## src/rtl/uart_rx_deserializer_if.sv

```systemverilog
// Receive-side status bundle between the UART deserializer and its controller.
//
// Handshake: rx_ready_o acts as a sticky valid. It rises when a byte is
// delivered into rx_data_o and stays high until the controller pulses
// rx_clear_i for one cycle (the acknowledge). rx_data_o holds its value
// across the acknowledge. A delivery in the same cycle as rx_clear_i wins.
// state_dbg mirrors the receiver FSM state for observation only.
`timescale 1ns/1ps
interface uart_rx_deserializer_if;
  logic [7:0] rx_data_o;
  logic       rx_ready_o;
  logic       rx_clear_i;
  logic       frame_err_o;
  logic       overrun_o;
  logic       rx_busy_o;
  logic [2:0] state_dbg;

  modport master (
    output rx_data_o, rx_ready_o, frame_err_o, overrun_o, rx_busy_o, state_dbg,
    input  rx_clear_i
  );

  modport slave (
    input  rx_data_o, rx_ready_o, frame_err_o, overrun_o, rx_busy_o, state_dbg,
    output rx_clear_i
  );
endinterface

```

## src/rtl/uart_rx_deserializer.sv

```systemverilog
// Oversampling 8N1 UART receiver: 2-flop synchroniser, start-edge aligned
// sample ticks, three-sample majority vote around mid-bit, sticky ready,
// framing-error and overrun status for the controller.
`timescale 1ns/1ps
module uart_rx_deserializer #(
  parameter int CLK_FREQ   = 50_000_000,
  parameter int BAUD       = 115200,
  parameter int OVERSAMPLE = 16
) (
  input  logic                   clk_i,
  input  logic                   rst_ni,
  input  logic                   uart_rxd_i,
  uart_rx_deserializer_if.master bus
);

  localparam int DIV = (CLK_FREQ + BAUD * OVERSAMPLE / 2) / (BAUD * OVERSAMPLE);
  localparam int TW  = (DIV > 1) ? $clog2(DIV) : 1;
  localparam int SW  = $clog2(OVERSAMPLE);

  localparam logic [TW-1:0] TICK_LAST = TW'(DIV - 1);
  localparam logic [SW-1:0] SC_V0     = SW'(OVERSAMPLE / 2 - 1);
  localparam logic [SW-1:0] SC_V1     = SW'(OVERSAMPLE / 2);
  localparam logic [SW-1:0] SC_VOTE   = SW'(OVERSAMPLE / 2 + 1);
  localparam logic [SW-1:0] SC_LAST   = SW'(OVERSAMPLE - 1);

  typedef enum logic [2:0] {
    S_IDLE  = 3'd0,
    S_START = 3'd1,
    S_DATA  = 3'd2,
    S_STOP  = 3'd3,
    S_BREAK = 3'd4
  } state_t;

  state_t state, state_nxt;

  logic          sync1, rxd_s;
  logic [TW-1:0] tick_cnt;
  logic [SW-1:0] sc;
  logic [2:0]    bit_cnt;
  logic [7:0]    shreg;
  logic          v0, v1;

  logic          run, tick, vote_tick, end_tick, maj;
  logic          shift_en, bit_inc, deliver, ferr_set;

  logic [7:0]    rx_data_q;
  logic          rx_ready_q, frame_err_q, overrun_q;

  // Counters only run while a frame is being timed; IDLE/BREAK hold them at
  // zero so the first tick lands DIV clocks after the detected start edge.
  assign run       = (state == S_START) || (state == S_DATA) || (state == S_STOP);
  assign tick      = run && (tick_cnt == TICK_LAST);
  assign vote_tick = tick && (sc == SC_VOTE);
  assign end_tick  = tick && (sc == SC_LAST);
  assign maj       = (v0 & v1) | (v0 & rxd_s) | (v1 & rxd_s);

  // Two-flop synchroniser; idles high so reset never looks like a start bit.
  always_ff @(posedge clk_i or negedge rst_ni) begin
    if (!rst_ni) begin
      sync1 <= 1'b1;
      rxd_s <= 1'b1;
    end else begin
      sync1 <= uart_rxd_i;
      rxd_s <= sync1;
    end
  end

  // FSM state register.
  always_ff @(posedge clk_i or negedge rst_ni) begin
    if (!rst_ni) state <= S_IDLE;
    else         state <= state_nxt;
  end

  // FSM next-state and per-cycle control strobes.
  always_comb begin
    state_nxt = state;
    shift_en  = 1'b0;
    bit_inc   = 1'b0;
    deliver   = 1'b0;
    ferr_set  = 1'b0;
    case (state)
      S_IDLE: begin
        if (!rxd_s) state_nxt = S_START;
      end
      S_START: begin
        if (vote_tick && maj) state_nxt = S_IDLE;
        else if (end_tick)    state_nxt = S_DATA;
      end
      S_DATA: begin
        if (vote_tick) shift_en = 1'b1;
        if (end_tick) begin
          bit_inc = 1'b1;
          if (bit_cnt == 3'd7) state_nxt = S_STOP;
        end
      end
      S_STOP: begin
        // Leave at mid-stop-bit so a back-to-back start edge is not missed.
        if (vote_tick) begin
          if (maj) begin
            deliver   = 1'b1;
            state_nxt = S_IDLE;
          end else begin
            ferr_set  = 1'b1;
            state_nxt = S_BREAK;
          end
        end
      end
      S_BREAK: begin
        if (rxd_s) state_nxt = S_IDLE;
      end
      default: state_nxt = S_IDLE;
    endcase
  end

  // Tick divider, sample counter, bit counter, vote samples and shift register.
  always_ff @(posedge clk_i or negedge rst_ni) begin
    if (!rst_ni) begin
      tick_cnt <= '0;
      sc       <= '0;
      bit_cnt  <= '0;
      shreg    <= '0;
      v0       <= 1'b0;
      v1       <= 1'b0;
    end else if (!run) begin
      tick_cnt <= '0;
      sc       <= '0;
      bit_cnt  <= '0;
    end else begin
      tick_cnt <= tick ? '0 : tick_cnt + TW'(1);
      if (tick) begin
        sc <= (sc == SC_LAST) ? '0 : sc + SW'(1);
        if (sc == SC_V0) v0 <= rxd_s;
        if (sc == SC_V1) v1 <= rxd_s;
      end
      if (shift_en) shreg   <= {maj, shreg[7:1]};
      if (bit_inc)  bit_cnt <= bit_cnt + 3'd1;
    end
  end

  // Sticky status flags; a delivery or framing error outranks a clear.
  always_ff @(posedge clk_i or negedge rst_ni) begin
    if (!rst_ni) begin
      rx_data_q   <= '0;
      rx_ready_q  <= 1'b0;
      frame_err_q <= 1'b0;
      overrun_q   <= 1'b0;
    end else begin
      if (deliver) begin
        rx_data_q  <= shreg;
        rx_ready_q <= 1'b1;
      end else if (bus.rx_clear_i) begin
        rx_ready_q <= 1'b0;
      end

      if (deliver && rx_ready_q && !bus.rx_clear_i) overrun_q <= 1'b1;
      else if (bus.rx_clear_i)                      overrun_q <= 1'b0;

      if (ferr_set)            frame_err_q <= 1'b1;
      else if (bus.rx_clear_i) frame_err_q <= 1'b0;
    end
  end

  assign bus.rx_data_o   = rx_data_q;
  assign bus.rx_ready_o  = rx_ready_q;
  assign bus.frame_err_o = frame_err_q;
  assign bus.overrun_o   = overrun_q;
  assign bus.rx_busy_o   = (state != S_IDLE);
  assign bus.state_dbg   = state;

endmodule

```

## src/flat_wrapper.sv

```systemverilog
// flat-port wrapper written by rule: the top's interface ports become plain ports
module uart_rx_deserializer_flat 
#(
  parameter int CLK_FREQ   = 50_000_000,
  parameter int BAUD       = 115200,
  parameter int OVERSAMPLE = 16
)
  (clk_i, rst_ni, uart_rxd_i, bus_rx_data_o, bus_rx_ready_o, bus_frame_err_o, bus_overrun_o, bus_rx_busy_o, bus_state_dbg, bus_rx_clear_i);
  uart_rx_deserializer_if bus_i ();
  input  logic clk_i;
  input  logic rst_ni;
  input  logic uart_rxd_i;
  output wire logic [$bits(bus_i.rx_data_o)-1:0] bus_rx_data_o;
  output wire logic [$bits(bus_i.rx_ready_o)-1:0] bus_rx_ready_o;
  output wire logic [$bits(bus_i.frame_err_o)-1:0] bus_frame_err_o;
  output wire logic [$bits(bus_i.overrun_o)-1:0] bus_overrun_o;
  output wire logic [$bits(bus_i.rx_busy_o)-1:0] bus_rx_busy_o;
  output wire logic [$bits(bus_i.state_dbg)-1:0] bus_state_dbg;
  input wire logic [$bits(bus_i.rx_clear_i)-1:0] bus_rx_clear_i;
  assign bus_rx_data_o = bus_i.rx_data_o;
  assign bus_rx_ready_o = bus_i.rx_ready_o;
  assign bus_frame_err_o = bus_i.frame_err_o;
  assign bus_overrun_o = bus_i.overrun_o;
  assign bus_rx_busy_o = bus_i.rx_busy_o;
  assign bus_state_dbg = bus_i.state_dbg;
  assign bus_i.rx_clear_i = bus_rx_clear_i;
  uart_rx_deserializer #(.CLK_FREQ(CLK_FREQ), .BAUD(BAUD), .OVERSAMPLE(OVERSAMPLE)) u_core (.clk_i(clk_i), .rst_ni(rst_ni), .uart_rxd_i(uart_rxd_i), .bus(bus_i));
endmodule
```

## config.mk

```make
export PLATFORM = sky130hd
export DESIGN_NAME = uart_rx_deserializer_flat
export DESIGN_NICKNAME = d
export VERILOG_FILES = /design/src/rtl/uart_rx_deserializer_if.sv /design/src/rtl/uart_rx_deserializer.sv /design/src/flat_wrapper.sv
export SDC_FILE = /design/constraint.sdc
export NUM_CORES = 1
export LEC_CHECK = 0
export CORE_AREA = 2 2 70 72
export CTS_CLUSTER_SIZE = 8
export DETAILED_ROUTE_END_ITERATION = 16
export DIE_AREA = 0 0 72 74
export GPL_TIMING_DRIVEN = 0
export HOLD_SLACK_MARGIN = 0.06
export PLACE_DENSITY_LB_ADDON = 0.3
export REMOVE_ABC_BUFFERS = 1
export SETUP_SLACK_MARGIN = 0.1
export SLEW_MARGIN = 15
export SYNTH_ARGS = -nofsm -noshare
export SYNTH_HDL_FRONTEND = slang
export SYNTH_SLANG_ARGS = --single-unit
```

## constraint.sdc

```tcl
create_clock -name clk_i -period 4.1 [get_ports clk_i]
set_clock_uncertainty 0.1 [all_clocks]
set_input_delay 1.23 -clock clk_i [delete_from_list [all_inputs] [get_ports clk_i]]
set_output_delay 1.23 -clock clk_i [all_outputs]
set_load 0.02 [all_outputs]
```

# Word-level counts from Yosys, hierarchy flattened
# Cells that the tools add are included.
# word_totals
ff_bits	38
latchBits	0
ramBits	0
rom_bits	0
input_bits	4
output_inout_bits	15
wordCells	87
memories	0
# classes
n_addsub	3
mul	0
div_mod_pow	0
n_lt_le_gt_ge	0
eq_ne	18
shifts	0
n_mux	30
n_bitwise	5
n_reduce_logical	18
# ops
cell	count
3-bit 2-to-1 mux	10
3-bit case mux with 5 select lines	1
1-bit 2-to-1 mux	14
4-bit == test, second input constant	3
4-bit 2-to-1 mux	3
5-bit 2-to-1 mux	2
2-bit != test, second input constant	4
3-bit by 2-bit == test with 1-bit output, second input constant	2
3-bit == test, second input constant	2
1-bit logical AND	6
2-bit by 1-bit != test with 1-bit output, second input constant	3
3-bit AND reduction	2
6-bit AND reduction	1
2-bit nonzero test	3
5-bit by 1-bit adder with 5-bit output, second input constant	1
5-bit == test, second input constant	1
4-bit by 1-bit adder with 4-bit output, second input constant	1
4-bit by 3-bit == test with 1-bit output, second input constant	1
3-bit by 1-bit adder with 3-bit output, second input constant	1
1-bit bitwise AND	3
3-bit by 1-bit == test with 1-bit output, second input constant	1
3-bit zero test	1
3-bit by 2-bit != test with 1-bit output, second input constant	1
3-bit nonzero test	1
other kinds (4)	6

# Longest topological paths before layout
# Gate-level depths: netlist (run 1).
# logic_depth
ltp_word	10
mapped_depth	7

# Worst setup path before layout (run 1)
# OpenSTA, ideal clock, no wires.
# synth_timing
path_type	flip-flop to output port
from	register u_core.state[0], in the netlist u_core.bus.state_dbg[0]
to	output port bus_rx_busy_o
arrival_time_ns	1.128
required_time_ns	2.770
path_slack_ns	1.642
path_stages_with_launch	3
n_path_buf	1
path_cell_list	dfrtp_1 > buf_4 > or3_1
# synth_between
elab_chain_len	1
# synth_rtl
element	line	rtl
start, declared	uart_rx_deserializer.sv:34	state_t state, state_nxt;
start signal, assigned	uart_rx_deserializer.sv:71	else state <= state_nxt;
3-bit nonzero test	uart_rx_deserializer.sv:167	assign bus.rx_busy_o = (state != S_IDLE);
end, declared	flat_wrapper.sv:17	output wire logic [$bits(bus_i.rx_busy_o)-1:0] bus_rx_busy_o;
# Every way passes these cells.

# Worst setup path in the final report (run 1)
# Ends and elaborated chain as after synthesis.

==> results of run 1 <==
## registers in the layout, indices dropped and copies added, names as in the netlist
name                    count
u_core.bus.state_dbg        3
u_core.sync1                1
u_core.bit_cnt              3
u_core.sc                   4
u_core.rxd_s                1
u_core.v1                   1
u_core.bus.overrun_o        1
u_core.shreg                8
u_core.bus.frame_err_o      1
u_core.bus.rx_ready_o       1
u_core.bus.rx_data_o        8
u_core.tick_cnt             5
u_core.v0                   1
## Yosys cell counts (2+ instances only)
master     n
nand3b_1   2
inv_1      8
ha_1       7
or3_1      3
or4_1      2
mux2_2    18
buf_2      2
o21ai_0    5
nand2_1   12
nand2b_1   2
dfrtp_1   36
nor2_1    12
xor2_1     3
a21oi_1    6
nand3_1    4
buf_4      2
nand4b_1   2
dfstp_2    2
## worst reg2reg max path, delay by kind of cell (launching register included)
| family | cells | cell delay, ns |
|---|---|---|
| fa+ha+maj | 1 | 0.19 |
| buf+inv | 1 | 0.12 |
| flops | 1 | 0.41 |
| mux | 1 | 0.39 |
| simple gates | 3 | 0.86 |
## per-layer routing
layer	GRT usage	up-vias	part of all wire
met2	0.237	29	0.51
li1	-	573	-
met5	0	-	0
met3	0.0407	5	0.039
met1	0.176	597	0.44
met4	0.0692	0	0.011
## through the flow
stage	total power, W	setup WS [ns]	hold WS (ns)	utilization
floorplan	0.000385	1.70	0.245	-
global placement	0.000396	0.921	0.249	0.436
detailed placement	0.000398	1.30	0.253	0.439
CTS	0.000710	0.975	0.264	0.462
global route	0.000726	0.892	0.271	0.462
finish	0.000698	0.990	0.262	0.462
## area by class of cell
cell class | instances | area share
sequential | 38 | 0.448
multi-input combinational | 100 | 0.364
inverter | 8 | 0.0141
timing repair buffer | 19 | 0.0918
clock inverter | 1 | 0.0141
clock buffer | 7 | 0.0359
tap | 54 | 0.0318
## cells in the final DEF (no fill, tap or decap), types with 5 or more instances in the layout
cell,n
dfrtp_1,36
mux2_2,18
clkdlybuf4s50_1,17
nor2_1,12
nand2_1,12
inv_1,8
ha_1,7
a21oi_1,6
o21ai_0,5
clkbuf_8,5
## final timing paths
path,slack [ns],cells past startpoint,endpoint
max,0.99,2,bus_rx_busy_o
max reg2reg,1.91,6,u_core.bus.rx_data_o[6]
max in group asynchronous,2.68,2,u_core.sync1
min,0.26,0,u_core.rxd_s
min reg2reg,0.26,0,u_core.rxd_s
min in group asynchronous,0.71,1,u_core.bus.state_dbg[1]
## report_power, final
part | internal (W) | switching [W] | leakage [nW] | total, W
Combinational | 0.00000462 | 0.00000833 | 0.443 | 0.0000130
Clock | 0.000182 | 0.000126 | 0.0524 | 0.000308
Sequential | 0.000377 | 0.000000918 | 0.499 | 0.000377
## kinds of logic after synthesis
logic type	count (synthesis)	synth area share
compound gates	21	0.0787
xor+xnor	4	0.0197
fa+ha+maj	8	0.0548
buf+inv	12	0.0309
flops	38	0.535
mux	19	0.119
simple gates	48	0.162
==> summary.md, run 1 <==
| Metric | Value |
|---|---|
| Ant. Diodes | `0` |
| Initial DRC Count | `72` |
| Reg2reg start | `u_core.sc[1]` |
| Synth cell types | `40` |
| Largest net degree at the start of global routing | `29` |
| Slew @ Worst Pin | `0.585 ns` |
| All-Layer GR Usage | `0.144` |
| YS warnings | `0` |
| Post-synth top flop | `dfrtp_1` |
| Slew Viols, Final | `0` |
| Register area | `953 sq um` |
| Post-synth ARST share | `1.00` |
| Slowest cell on crit path | `dfrtp_1` |
| Num CTS Buffers | `5` |
| Tcrit/Tclk final | `0.759` |
| Rows | `25` |
| Fin. Hold Viols | `0` |
| Initial antenna violation count | `0` |
| Vias | `1204` |
| DIE AREA | `0.00533 sq mm` |
| Synth Register Bits | `38` |
| Placed cell area | `0.00202 sq mm` |
| FILL cells | `411` |
| Top delay family on crit path | `flip-flops` |
| Worst setup path start | `u_core.bus.state_dbg[0]` |
| Design area | `0.00213 sq mm` |
| Share of layout cells above drive strength 1 | `0.197` |
| Non-filler instance count after layout | `227` |
| Max-slew headroom | `0.607` |
| Post-synthesis sequential area ratio | `0.535` |
| Fmax | `322 MHz` |
| Number of vias per cell | `5.30` |
| Skew-Pair Late Insertion Delay | `0.29 ns` |
| Detailed Routing Iterations Pass 1 | `4` |
| Gpl congestion | `0.819` |
| Cts hold-fix bufs | `0` |
| Final Critical Period | `3.11 ns` |
| Multi-input gate area | `773 sq um` |
| First-pass GRT wire length | `5900 um` |
| Area grow syn2layout | `19.3%` |
| WP data required | `2.77 ns` |
| Resize count post-CTS | `0` |
| Syn_area_per_cell | `11.9 sq um` |
| Fin Setup TNS | `0 ns` |
| Final ANT Viol Nets | `0` |
| Chip width | `72 um` |
| MaxCap Viol Count | `0` |
| WL per Instance | `15.0 um` |
| Power Dens Cells | `328 mW/mm^2` |
| H-tree levels | `2` |
| Crit Path Class | `flip-flop to output pin` |
| Ranking of synthesized cells by area | `dfrtp_1, mux2_2, ha_1` |
| DP HPWL | `2500 um` |
| CP endpoint kind | `output pin` |
| Number of setup buffers added after CTS | `0` |
| Grt ovf | `0` |
| Effective utilization at floorplan | `0.387` |
| Routed WL | `3420 um` |
| Critical path cell sequence | `or3_1, clkdlybuf4s50_1` |
| DIE HEIGHT | `74 um` |
| Hold_sp | `u_core.sync1` |
| RSZ-0062 raised after global routing | `no` |
| Worst path max stage delay | `0.54 ns` |
| Top cell type by total area after synthesis | `dfrtp_1` |
| Worst Path Buf+Inv | `1` |
| TritonCTS clock tree | `built` |
| CTS Root Cell | `clkbuf_8` |
| Status | `completed` |
| Final layout net count | `183` |
| CP Launch Type | `flip-flop` |
| Vias in the first global route | `1300` |
| CTS sink count | `38` |
| Dpl cells | `219` |
| I/O pin total | `19` |
| Max Fanout on Critical Path | `13` |
| Synthesized instance count | `150` |
| DRC | `0` |
| Worst min path class | `flip-flop to flip-flop` |
| Port-buffer cells | `18` |
| Maximum vdd drop | `0.189 mV` |
| Synth Cell Area | `0.00178 sq mm` |
| Worst-path clk slew | `0.07 ns` |
| Number of enable flip-flop cells after synthesis | `0` |
| Core Region | `0.00460 sq mm` |
| Final setup violation count | `0` |
| Synth top area share | `0.506` |
| Bufs on Longest Clock Path | `2` |
| WP data arrival | `1.78 ns` |
| Leakage power | `0.995 nW` |
(Power assumes the default switching activity.)
==> run 2: changes to the inputs <==
==> constraint.sdc (replaced) <==
create_clock -name clk_i -period 2.91 [get_ports clk_i]
set_clock_uncertainty 0.1 [all_clocks]
set_input_delay 0.873 -clock clk_i [delete_from_list [all_inputs] [get_ports clk_i]]
set_output_delay 0.873 -clock clk_i [all_outputs]
set_load 0.02 [all_outputs]
==> run 2 against run 1 <==
Compared with the run above:
- worst setup slack worse by 0.78 ns
- via count is the same
- die area unchanged
- wire length stayed put
- worst hold slack stayed put
- first-iteration DRC count unchanged
- combinational power grew 40%
- power up 41%
- global-route usage unchanged
- final area is essentially flat
- largest power group unchanged
- highest routed layer unchanged
==> summary.md, run 2 (synthesized netlist as in run 1, its figures left out) <==
| Metric | Value |
|---|---|
| Slew @ Worst Pin | `0.585 ns (about the same)` |
| DRC | `0 (unchanged)` |
| WP data required | `1.94 ns (was 2.77 ns)` |
| DP HPWL | `2500 um (unchanged)` |
| H-tree levels | `2 (unchanged)` |
| RSZ-0062 raised after global routing | `no (unchanged)` |
| Vias in the first global route | `1300 (unchanged)` |
| Share of layout cells above drive strength 1 | `0.202 (was 0.197)` |
| Worst path max stage delay | `0.54 ns (about the same)` |
| Core Region | `0.00460 sq mm (unchanged)` |
| Worst Path Buf+Inv | `1 (unchanged)` |
| Slew Viols, Final | `0 (unchanged)` |
| Bufs on Longest Clock Path | `2 (unchanged)` |
| Status | `completed (unchanged)` |
| Num CTS Buffers | `5 (unchanged)` |
| Effective utilization at floorplan | `0.387 (unchanged)` |
| Skew-Pair Late Insertion Delay | `0.29 ns (about the same)` |
| TritonCTS clock tree | `built (unchanged)` |
| Commonest cells after routing, fill and taps aside | `dfrtp_1, mux2_2, clkdlybuf4s50_1 (unchanged)` |
| WP data arrival | `1.73 ns (was 1.78 ns)` |
| Fin Setup TNS | `0 ns (unchanged)` |
| Core Util, Final | `0.463 (was 0.462)` |
| Maximum vdd drop | `0.267 mV (was 0.189 mV)` |
| Non-filler instance count after layout | `227 (unchanged)` |
| Detailed Routing Iterations Pass 1 | `4 (unchanged)` |
| CP Launch Type | `flip-flop (unchanged)` |
| All-Layer GR Usage | `0.144 (unchanged)` |
| Dpl cells | `219 (unchanged)` |
| Fin. Hold Viols | `0 (unchanged)` |
| CP endpoint kind | `output pin (unchanged)` |
| Port-buffer cells | `18 (unchanged)` |
| Top delay family on crit path | `buffers and inverters (was flip-flops)` |
| Tcrit/Tclk final | `0.928` |
| MaxCap Viol Count | `0 (unchanged)` |
| Gpl congestion | `0.819 (unchanged)` |
| Largest net degree at the start of global routing | `29 (unchanged)` |
| Worst min path class | `flip-flop to flip-flop (unchanged)` |
| Final ANT Viol Nets | `0 (unchanged)` |
| DIE HEIGHT | `74 um (unchanged)` |
| Final Critical Period | `2.70 ns` |
| Slowest cell on crit path | `clkdlybuf4s50_1 (was dfrtp_1)` |
| Critical path cell sequence | `or3_1, clkdlybuf4s50_1 (unchanged)` |
| Max-slew headroom | `0.607 (about the same)` |
| Area grow syn2layout | `19.4% (was 19.3%)` |
| DIE AREA | `0.00533 sq mm (unchanged)` |
| Rows | `25 (unchanged)` |
| Max Fanout on Critical Path | `12 (was 13)` |
| Worst-path clk slew | `0.07 ns (about the same)` |
| I/O pin total | `19 (unchanged)` |
| Grt ovf | `0 (unchanged)` |
| Ant. Diodes | `0 (unchanged)` |
| WL per Instance | `15.0 um (unchanged)` |
| Most common cell after layout, fill and taps aside | `dfrtp_1 (unchanged)` |
| First-pass GRT wire length | `5900 um (unchanged)` |
| Cts hold-fix bufs | `0 (unchanged)` |
| Power Dens Cells | `462 mW/mm^2 (was 328 mW/mm^2)` |
| Worst hold slack | `0.262 ns (unchanged)` |
| Crit Path Class | `flip-flop to output pin (unchanged)` |
| Leakage power | `0.995 nW (about the same)` |
| Initial DRC Count | `72 (unchanged)` |
| Chip width | `72 um (unchanged)` |
| Initial antenna violation count | `0 (unchanged)` |
| CTS sink count | `38 (unchanged)` |
| Vias | `1204 (unchanged)` |
| Fmax | `370 MHz` |
| Routed WL | `3420 um (unchanged)` |
| Final layout net count | `183 (unchanged)` |
| Number of vias per cell | `5.30 (unchanged)` |
| CTS Root Cell | `clkbuf_8 (unchanged)` |
| Final setup violation count | `0 (unchanged)` |
==> run 2: worst reg2reg max path, stage by stage (launching register included) <==
cell and delay, ns:
dfrtp_1 0.41, inv_1 0.12, ha_1 0.19, nand3b_1 0.18, nor2_1 0.22, and3_1 0.46, mux2_2 0.39
==> run 2: timing repair <==
item / CTS / global route
gates resized for setup: 0 / 1
setup buffers: 0 / 0
setup endpoints to repair: 0 / 1
endpoints found under the hold margin: 0 / 0
==> run 2: path summary, 6_finish.rpt <==
kind	start	endpoint	slack [ns]	depth (start not counted)
max	u_core.bus.state_dbg[1]	bus_rx_busy_o	0.21	2
min	u_core.sync1	u_core.rxd_s	0.26	0
max reg2reg	u_core.sc[1]	u_core.bus.rx_data_o[6]	0.72	6
min reg2reg	u_core.sync1	u_core.rxd_s	0.26	0
max in group asynchronous	rst_ni	u_core.sync1	1.84	2
min in group asynchronous	rst_ni	u_core.bus.state_dbg[1]	0.36	1
==> run 2: final cells by class <==
cell class | count | area [sq um]
fillers | 410 | 2470
flip-flops and latches | 38 | 955
multi-input cells | 100 | 773
repair buffers | 19 | 195
clock buffers | 7 | 76.3
well taps | 54 | 67.6
clock inverters | 1 | 30.0
inverters | 8 | 30.0
==> run 2: metrics by stage <==
step                      setup slack, ns  cell area, sq um  power (W)
after floorplan                     0.862              1760   0.000543
after global placement             0.0884              2000   0.000557
after detailed placement            0.465              2020   0.000561
after CTS                           0.142              2130    0.00100
after global routing                0.125              2130    0.00102
final                               0.208              2130   0.000984
==> run 2: where the power goes <==
group           total, W  internal [W]  switching [W]
clock network   0.000434      0.000256       0.000177
registers       0.000532      0.000530     0.00000129
logic          0.0000182    0.00000651      0.0000117
==> run 2: routing by layer <==
| metal | wire, um | global-route usage | vias to the layer above |
|---|---|---|---|
| li1 | - | - | 573 |
| met1 | 1520 | 0.176 | 597 |
| met2 | 1730 | 0.237 | 29 |
| met3 | 133 | 0.0407 | 5 |
| met4 | 38 | 0.0692 | 0 |
| met5 | 0 | 0 | - |
==> run 3: changes to the inputs <==
--- a/config.mk
+++ b/config.mk
@@ -5,12 +5,11 @@
 export SDC_FILE = /design/constraint.sdc
 export NUM_CORES = 1
 export LEC_CHECK = 0
-export CORE_AREA = 2 2 70 72
+export CORE_AREA = 2 2 62 64
 export CTS_CLUSTER_SIZE = 8
 export DETAILED_ROUTE_END_ITERATION = 16
-export DIE_AREA = 0 0 72 74
+export DIE_AREA = 0 0 64 66
 export GPL_TIMING_DRIVEN = 0
-export HOLD_SLACK_MARGIN = 0.06
 export PLACE_DENSITY_LB_ADDON = 0.3
 export REMOVE_ABC_BUFFERS = 1
 export SETUP_SLACK_MARGIN = 0.1
==> run 3 against run 2 <==
Compared with the run above:
- sequential share of layout area grew 0.54 points
- largest cell class unchanged
- critical path type unchanged
- critical endpoint unchanged
- count of clock-buffer cells in the layout did not move
- worst hold slack better by 0.0016 ns
- sequential cell count unchanged
==> summary.md, run 3 (synthesized netlist as in run 1, its figures left out) <==
| Metric | Value |
|---|---|
| WP data arrival | `1.72 ns (was 1.73 ns)` |
| DIE AREA | `0.00422 sq mm (was 0.00533 sq mm)` |
| Ant. Diodes | `0 (unchanged)` |
| Port-buffer cells | `18 (unchanged)` |
| Dpl cells | `213 (was 219)` |
| DRC | `0 (unchanged)` |
| Total Power | `0.000896 W (was 0.000984 W)` |
| DP HPWL | `2270 um (was 2500 um)` |
| Fin. Hold Viols | `0 (unchanged)` |
| H-tree levels | `2 (unchanged)` |
| Final Critical Period | `2.69 ns (was 2.70 ns)` |
| Largest net degree at the start of global routing | `25 (was 29)` |
| All-Layer GR Usage | `0.175 (was 0.144)` |
| First-pass GRT wire length | `5510 um (was 5900 um)` |
| Commonest cells after routing, fill and taps aside | `dfrtp_1, mux2_2, clkdlybuf4s50_1 (unchanged)` |
| I/O pin total | `19 (unchanged)` |
| Maximum vdd drop | `0.304 mV (was 0.267 mV)` |
| Non-filler instance count after layout | `222 (was 227)` |
| Max-slew headroom | `0.620 (was 0.607)` |
| Slew @ Worst Pin | `0.566 ns (was 0.585 ns)` |
| Power Dens Cells | `426 mW/mm^2 (was 462 mW/mm^2)` |
| Final setup violation count | `0 (unchanged)` |
| Routed WL | `3130 um (was 3420 um)` |
| Fin Setup TNS | `0 ns (unchanged)` |
| Initial antenna violation count | `0 (unchanged)` |
| Vias in the first global route | `1202 (was 1300)` |
| Final ANT Viol Nets | `0 (unchanged)` |
| Chip width | `64 um (was 72 um)` |
| Core Region | `0.00355 sq mm (was 0.00460 sq mm)` |
| Slew Viols, Final | `0 (unchanged)` |
| Worst min path class | `flip-flop to flip-flop (unchanged)` |
| Worst-path clk slew | `0.10 ns (was 0.07 ns)` |
| DIE HEIGHT | `66 um (was 74 um)` |
| Number of vias per cell | `5.35 (was 5.30)` |
| WHS Path Cells | `0 (unchanged)` |
| Max Used Layer | `met4 (unchanged)` |
| Reg2reg start | `u_core.sc[1] (unchanged)` |
| Num CTS Buffers | `5 (unchanged)` |
| WL per Instance | `14.1 um (was 15.0 um)` |
| Leakage power | `0.988 nW (was 0.995 nW)` |
| Final layout net count | `184 (was 183)` |
| MaxCap Viol Count | `0 (unchanged)` |
| Multi-input gate area | `773 sq um (unchanged)` |
| Initial DRC Count | `104 (was 72)` |
| Core Util, Final | `0.593 (was 0.463)` |
| Worst reg-to-reg setup slack | `0.74 ns (was 0.72 ns)` |
| Slowest cell on crit path | `clkdlybuf4s50_1 (unchanged)` |
| Worst r2r path cells | `6 (unchanged)` |
| CTS sink count | `38 (unchanged)` |
| CTS Root Cell | `clkbuf_4 (was clkbuf_8)` |
| M1 WL | `1360 um (was 1520 um)` |
| Vias | `1188 (was 1204)` |
| Rows | `22 (was 25)` |
| Grt ovf | `0 (unchanged)` |
| Tcrit/Tclk final | `0.926 (was 0.928)` |
| CP endpoint kind | `output pin (unchanged)` |
| Worst path max stage delay | `0.54 ns (about the same)` |
| Skew-Pair Late Insertion Delay | `0.34 ns (was 0.29 ns)` |
| Register area | `956 sq um (was 955 sq um)` |
| Critical path cell sequence | `or3_1, clkdlybuf4s50_1 (unchanged)` |
| Bufs on Longest Clock Path | `2 (unchanged)` |
| FILL cells | `288 (was 410)` |
| Effective utilization at floorplan | `0.502 (was 0.387)` |
| Status | `completed (unchanged)` |
| Crit Path Class | `flip-flop to output pin (unchanged)` |
| Reg-to-Reg End | `u_core.bus.rx_data_o[7] (was u_core.bus.rx_data_o[6])` |
| Area grow syn2layout | `18.1% (was 19.4%)` |
| Max Fanout on Critical Path | `12 (unchanged)` |
| Met3 wire length | `114 um (was 133 um)` |
| Cts hold-fix bufs | `0 (unchanged)` |
| Share of layout cells above drive strength 1 | `0.213 (was 0.202)` |
| Met2 WL post-DR | `1610 um (was 1730 um)` |
| Most common cell after layout, fill and taps aside | `dfrtp_1 (unchanged)` |
| Hold_sp | `u_core.sync1 (unchanged)` |
| RSZ-0062 raised after global routing | `no (unchanged)` |
| Hold EP | `u_core.rxd_s (unchanged)` |
| Detailed Routing Iterations Pass 1 | `4 (unchanged)` |
| TritonCTS clock tree | `built (unchanged)` |
| Gpl congestion | `0.793 (was 0.819)` |
| CP Launch Type | `flip-flop (unchanged)` |
| WP data required | `1.94 ns (about the same)` |
| Fmax | `371 MHz (was 370 MHz)` |
[run 3: area by class of cell]
cell class | instances | area share
clock buffer | 7 | 0.0214
clock inverter | 1 | 0.0143
inverter | 8 | 0.0143
multi-input combinational | 100 | 0.367
sequential | 38 | 0.454
tap | 48 | 0.0285
timing repair buffer | 20 | 0.0999
[run 3: what timing repair did]
item / CTS / global route
resized for setup: 1 / 1
endpoints found under the setup margin: 1 / 1
buffers inserted: 0 / 1
pin swaps: 0 / 0
[run 3: metal layers]
layer / vias up / track usage
met2: 21 / 0.288
met5: - / 0
met3: 6 / 0.0392
li1: 572 / -
met4: 0 / 0.0978
met1: 589 / 0.212
[run 3: power by group]
group          switching (W)  leakage [nW]  internal, W   total, W
registers         0.00000122         0.497     0.000530   0.000532
logic              0.0000117         0.451   0.00000756  0.0000192
clock network       0.000163        0.0395     0.000182   0.000345
[run 3: worst max-delay path by stage]
| stage | end | cells past startpoint | slack, ns | from |
|---|---|---|---|---|
| CTS | bus_rx_busy_o | 2 | 0.12 | u_core.bus.state_dbg[0] |
| global placement | u_core.bus.rx_data_o[5] | 1 | 0.08 | rst_ni |
| floorplan | bus_rx_busy_o | 1 | 0.86 | u_core.bus.state_dbg[0] |
| detailed placement | bus_rx_busy_o | 2 | 0.43 | u_core.bus.state_dbg[0] |
| global route | bus_rx_busy_o | 2 | 0.14 | u_core.bus.state_dbg[1] |
| finish | bus_rx_busy_o | 2 | 0.22 | u_core.bus.state_dbg[1] |
[run 3: stage by stage]
stage	instance area (sq um)	worst slack, ns	hold WS [ns]
CTS	2100	0.119	0.266
global placement	2000	0.0811	0.246
floorplan	1760	0.862	0.245
detailed placement	2020	0.434	0.249
global route	2100	0.138	0.268
finish	2100	0.215	0.263
[run 3: critical path: cells and delay by family (launching register included)]
kind,cells,cell delay [ns]
DFF,1,0.50
buffers and inverters,1,0.54
and+or+nand+nor,1,0.36
